===== src/rtl/acc_writeback_unit.sv =====
// Drains the accumulator bank into DPRAM port B, one byte per cycle, either
// full-width little-endian or arithmetic-shifted and saturated to a signed byte.
//
// state  | meaning
// IDLE   | waiting for start
// ISSUE  | addr_acc presents idx to the array
// READ   | acc_out valid; first formatted byte is prepared
// WRITE  | one byte written per cycle
// DONE   | one-cycle done pulse
module acc_writeback_unit #(
  parameter int DATA_WIDTH     = 8,
  parameter int MATRIX_SIZE    = 8,
  parameter int ACC_WIDTH      = 32,
  parameter int DP_ADDR_WIDTH  = 10,
  parameter int ACC_ADDR_WIDTH = $clog2(MATRIX_SIZE*MATRIX_SIZE)
) (
  input  logic                      clk,
  input  logic                      rst,
  input  logic                      start,
  input  logic [DP_ADDR_WIDTH-1:0]  base_addr,
  input  logic                      sat_mode,
  input  logic [4:0]                shift,
  output logic [ACC_ADDR_WIDTH-1:0] addr_acc,
  input  logic [ACC_WIDTH-1:0]      acc_out,
  output logic                      we_b,
  output logic [DP_ADDR_WIDTH-1:0]  addr_b,
  output logic [DATA_WIDTH-1:0]     din_b,
  output logic                      busy,
  output logic                      done
);

  localparam int N      = MATRIX_SIZE * MATRIX_SIZE;
  localparam int B      = ACC_WIDTH / DATA_WIDTH;
  localparam int BYTE_W = $clog2(B) + 1;

  localparam logic [2:0] S_IDLE  = 3'd0;
  localparam logic [2:0] S_ISSUE = 3'd1;
  localparam logic [2:0] S_READ  = 3'd2;
  localparam logic [2:0] S_WRITE = 3'd3;
  localparam logic [2:0] S_DONE  = 3'd4;

  localparam logic [ACC_ADDR_WIDTH-1:0] LAST_IDX = ACC_ADDR_WIDTH'(N - 1);
  localparam logic [BYTE_W-1:0]         BYTES    = BYTE_W'(B);
  localparam logic signed [ACC_WIDTH-1:0] SAT_MAX = ACC_WIDTH'(127);
  localparam logic signed [ACC_WIDTH-1:0] SAT_MIN = ACC_WIDTH'(-128);
  localparam logic [DATA_WIDTH-1:0] BYTE_MAX = {1'b0, {(DATA_WIDTH-1){1'b1}}};
  localparam logic [DATA_WIDTH-1:0] BYTE_MIN = {1'b1, {(DATA_WIDTH-1){1'b0}}};

  logic [2:0]                state;
  logic [ACC_ADDR_WIDTH-1:0] idx;
  logic [DP_ADDR_WIDTH-1:0]  ptr;
  logic [ACC_WIDTH-1:0]      data_q;
  logic [BYTE_W-1:0]         byte_cnt;
  logic                      sat_q;
  logic [4:0]                shift_q;

  logic signed [ACC_WIDTH-1:0] shifted;
  logic [DATA_WIDTH-1:0]       first_byte;
  logic [DATA_WIDTH-1:0]       next_byte;
  logic                        last_byte;

  // The first byte is formatted straight from acc_out so it can be written in
  // the cycle right after READ; later full-mode bytes come from data_q.
  always_comb begin
    shifted = $signed(acc_out) >>> shift_q;
    if (!sat_q)
      first_byte = acc_out[DATA_WIDTH-1:0];
    else if (shifted > SAT_MAX)
      first_byte = BYTE_MAX;
    else if (shifted < SAT_MIN)
      first_byte = BYTE_MIN;
    else
      first_byte = shifted[DATA_WIDTH-1:0];
    next_byte = DATA_WIDTH'(data_q >> (DATA_WIDTH * byte_cnt));
    last_byte = sat_q || (byte_cnt == BYTES);
  end

  always_ff @(posedge clk or posedge rst) begin
    if (rst) begin
      state    <= S_IDLE;
      idx      <= '0;
      ptr      <= '0;
      data_q   <= '0;
      byte_cnt <= '0;
      sat_q    <= 1'b0;
      shift_q  <= '0;
      addr_acc <= '0;
      we_b     <= 1'b0;
      addr_b   <= '0;
      din_b    <= '0;
      busy     <= 1'b0;
      done     <= 1'b0;
    end else begin
      we_b <= 1'b0;
      done <= 1'b0;
      case (state)
        S_IDLE: begin
          if (start) begin
            sat_q    <= sat_mode;
            shift_q  <= shift;
            idx      <= '0;
            addr_acc <= '0;
            ptr      <= base_addr;
            busy     <= 1'b1;
            state    <= S_ISSUE;
          end
        end
        S_ISSUE: state <= S_READ;
        S_READ: begin
          data_q   <= acc_out;
          byte_cnt <= BYTE_W'(1);
          we_b     <= 1'b1;
          addr_b   <= ptr;
          din_b    <= first_byte;
          ptr      <= ptr + 1'b1;
          state    <= S_WRITE;
        end
        S_WRITE: begin
          if (!last_byte) begin
            we_b     <= 1'b1;
            addr_b   <= ptr;
            din_b    <= next_byte;
            ptr      <= ptr + 1'b1;
            byte_cnt <= byte_cnt + 1'b1;
          end else if (idx == LAST_IDX) begin
            done  <= 1'b1;
            state <= S_DONE;
          end else begin
            idx      <= idx + 1'b1;
            addr_acc <= idx + 1'b1;
            state    <= S_ISSUE;
          end
        end
        S_DONE: begin
          busy  <= 1'b0;
          state <= S_IDLE;
        end
        default: state <= S_IDLE;
      endcase
    end
  end

endmodule


===== config.mk =====
export PLATFORM = sky130hd
export DESIGN_NAME = acc_writeback_unit
export DESIGN_NICKNAME = d
export VERILOG_FILES = /design/src/rtl/acc_writeback_unit.sv
export SDC_FILE = /design/constraint.sdc
export NUM_CORES = 1
export LEC_CHECK = 0
export ABC_AREA = 1
export BUFFER_PORTS_ARGS = -buffer_cell sky130_fd_sc_hd__clkbuf_2
export CAP_MARGIN = 15
export CELL_PAD_IN_SITES_DETAIL_PLACEMENT = 0
export CELL_PAD_IN_SITES_GLOBAL_PLACEMENT = 1
export CORE_MARGIN = 2
export CORE_UTILIZATION = 25
export CTS_CLUSTER_DIAMETER = 80
export CTS_CLUSTER_SIZE = 10
export DETAILED_ROUTE_END_ITERATION = 6
export HOLD_SLACK_MARGIN = 0.1
export PLACE_DENSITY = 0.57
export SYNTH_ARGS = -nofsm -noshare
export SYNTH_HDL_FRONTEND = slang
export SYNTH_SLANG_ARGS = --single-unit
export TNS_END_PERCENT = 1

===== constraint.sdc =====
create_clock -name clk -period 2.9 [get_ports clk]
set_input_delay 0.58 -clock clk [delete_from_list [all_inputs] [get_ports clk]]
set_output_delay 0.58 -clock clk [all_outputs]
set_load 0.05 [all_outputs]

==> results.md <==
- Status: complete, no violations
- Wire length per cell: roughly 16 um
- H-tree Lvls: 3
- Leakage: 0.00329 uW
- Crit-path max cell delay: between 0.3 and 0.4 ns
- Worst r2r src: shift_q[0]
- Final hold violation count: 0
- DRC viols: 0
- Final Max Slew Viols: 0
- Slew HR: between 40% and 50%
- Number of synthesized flops with an enable pin: 0
- Net count of the mapped netlist: around 940
- CTS Root Cell: clkbuf_16
- Area of the mapped netlist: roughly 5600 um^2
- Metal2 WL: 9.24 mm
- Final WL: 20.2 mm
- Nets: between 1000 and 1500
- Critical Path Sink Type: register
- Slowest cell on the critical path: dfrtp_1
- HPWL after DPL: roughly 15 mm
- Initial Util: 25.5%
- Fmax: between 0.3 and 0.4 GHz
- Synth unique cells: 33
- Cells after Synth: 886
- Area Overhead vs Synth: 17.9%
- Ys flop type: dfrtp_1
- Most numerous cell on the critical path: nand2_1
- Post-synth top area cell: dfrtp_1
- PwrDens: around 490 nW/um^2
- CP arrival: 2.84 ns
- First-pass GRT wire length: approximately 32 mm
- Total negative slack: 0 ns
- Uppermost layer routed: met4
- Top Ports: 78
- GPL Wtd Cong: 0.858
- DIE WIDTH: roughly 150 um
- MaxCap Viol Count: 0
- Filler cells: around 2500
- Seq/Total Area, Yosys: 36.3%
- Final clock skew: 0.0131 ns
- Chip height: 153 um
- CTS Buf Count: 9
- Post-CTS Setup Inserts: 0
- Total GRT Usage: 17.5%
- Max Root-Sink Buffers: 2
- CTS tree: built
- Total Power: 3210 uW
- Post-synthesis async set-or-reset flop share: 100%
- Final Setup Violations: 0
- Die Area: around 24000 um^2
- RSZ-0062 raised after global routing: no
- Post-route clock period utilization: about nine tenths
- Ys Warns: 0
- Syn_area_per_cell: between 6 and 7 um^2
- Worst-margin pin slew: just over 0.8 ns
- CTS sink count: 81
- Fin worst setup slack: ~0.33 ns
- CTS Hold Bufs: 0
- Layout cells sized above 1: ~13%
- Initial antenna violation count: 0
- Post-synth top cells: nand2_1 (330), nand3_1 (129), dfrtp_1 (81), nor2_1 (70), o21ai_0 (69)
- Req. time, crit path: about 3.2 ns
- Routed wl met3: ~750 um
- Starting DRC count in detailed routing: 341
- Place WS: between 0.15 and 0.2 ns
- Grt total ovfl: 0
- Vias per cell: between 4 and 5
- Peak supply drop: 211 uV
- Crit path cell chain: inv_2 -> nand2_1 -> nand3_1 -> nand3_1 -> nand2_1 -> nand2_1 -> nand2_1 -> nand3_1 -> nor2_1 -> nand4_1 -> nand2_1 -> nand2_1 -> nand2_2 -> nand2_1 -> nand3_1 -> nand2_1 -> a21oi_1
- Number of global-route vias before repair: roughly 5800
- Total number of vias: between 5000 and 6000
- Largest cells by area after synthesis: dfrtp_1 (36%), nand2_1 (22%), nand3_1 (12%)
- DRT met1 WL: around 9.9 mm
- Count leader, synth: nand2_1
- Row count: 54
- Largest net degree at the start of global routing: 47
- Worst Setup SP: shift_q[0]
- Yosys top cell area share: 36.3%
- Number of nets still failing antenna checks after routing: 0
- Worst hold path class: input pin to async pin
- Startpoint Class: register
- Final Critical Period: 2.57 ns
- Crit path max fanout: 28
- Worst-Skew Late Latency: about 0.35 ns
- Reg clk slew, reported paths: 0.07 ns
- Crit Path Category: register to register
- Post-CTS Resized: 0
- IO Port Bufs: 77
- Antenna cell count: 0
- Core Region: between 20000 and 25000 um^2
- First-pass DRT Iterations: 5
- Flops & latches, synth: 81
==> metrics by stage <==
step           std cells  cell area (um^2)  util, %  hold slack (ns)
2_1_floorplan        886              5580        -            0.437
6_report            1232              6580     30.1            0.286
3_5_place_dp        1216              6280     28.7            0.459
5_1_grt             1232              6580     30.1            0.341
4_1_cts             1232              6580     30.1            0.317
3_3_place_gp        1216              6280     28.7            0.454
==> registers in the layout (all words and copies together), names as in the netlist <==
register / flops
addr_b: 10
busy: 1
byte_cnt: 3
data_q: 32
din_b: 8
done: 1
idx: 6
ptr: 10
sat_q: 1
shift_q: 5
state: 3
we_b: 1
==> placed cells by master (no fill, tap or decap), drive strengths merged, types with 8 or more instances in the layout <==
cell type / n
nand2: 332
nand3: 129
clkbuf: 87
dfrtp: 81
o21ai: 73
nor2: 70
inv: 51
a21oi: 47
buf: 22
o211ai: 9
o22ai: 8
==> critical path, delay by kind of cell, from the launching register on <==
family                 cells  cell delay (ns)
buffers and inverters      1             0.36
AOI/OAI and AO/OA          1             0.12
and+or+nand+nor           15             1.61
DFF                        1             0.39
==> path summary, 6_finish.rpt <==
| kind | endpoint | slack (ns) | cells after the start |
|---|---|---|---|
| min in group clk | shift_q[4] | 0.44 | 3 |
| worst min register to register | data_q[13] | 0.47 | 2 |
| worst max-delay path | din_b[4] | 0.33 | 17 |
| max in group asynchronous | din_b[2] | 1.92 | 3 |
| worst min-delay path | busy | 0.29 | 2 |
| worst max register to register | din_b[4] | 0.33 | 17 |
==> layer usage <==
metal	up-vias	track usage, %
li1	3031	-
met1	2678	25.0
met3	15	2.52
met5	-	0
met2	135	27.7
met4	0	4.46
==> kinds of logic (layout without fill, tap and decap cells) <==
logic type | count (synthesis) | in the layout | share of synthesized area [%]
compound gates | 147 | 147 | 14.1
xor+xnor | 3 | 3 | 0.471
flops | 81 | 81 | 36.3
simple gates | 547 | 547 | 40.4
buf+inv | 102 | 168 | 7.46
mux | 2 | 2 | 0.403
fa+ha+maj | 4 | 4 | 0.896
==> final cells by class <==
cell class	count	area, um^2	area share [%]
sequential	81	2030	30.8
inverter	53	200	3.04
multi-input combinational	703	3140	47.7
tap	280	350	5.32
clock buffer	10	239	3.63
clock inverter	6	65.1	0.988
timing repair buffer	99	563	8.55
==> report_power, final <==
| part | internal (uW) | switching [uW] |
|---|---|---|
| registers | 1250 | 78.6 |
| clock network | 693 | 504 |
| logic | 203 | 476 |
| total | 2150 | 1060 |
(Power assumes the default switching activity.)
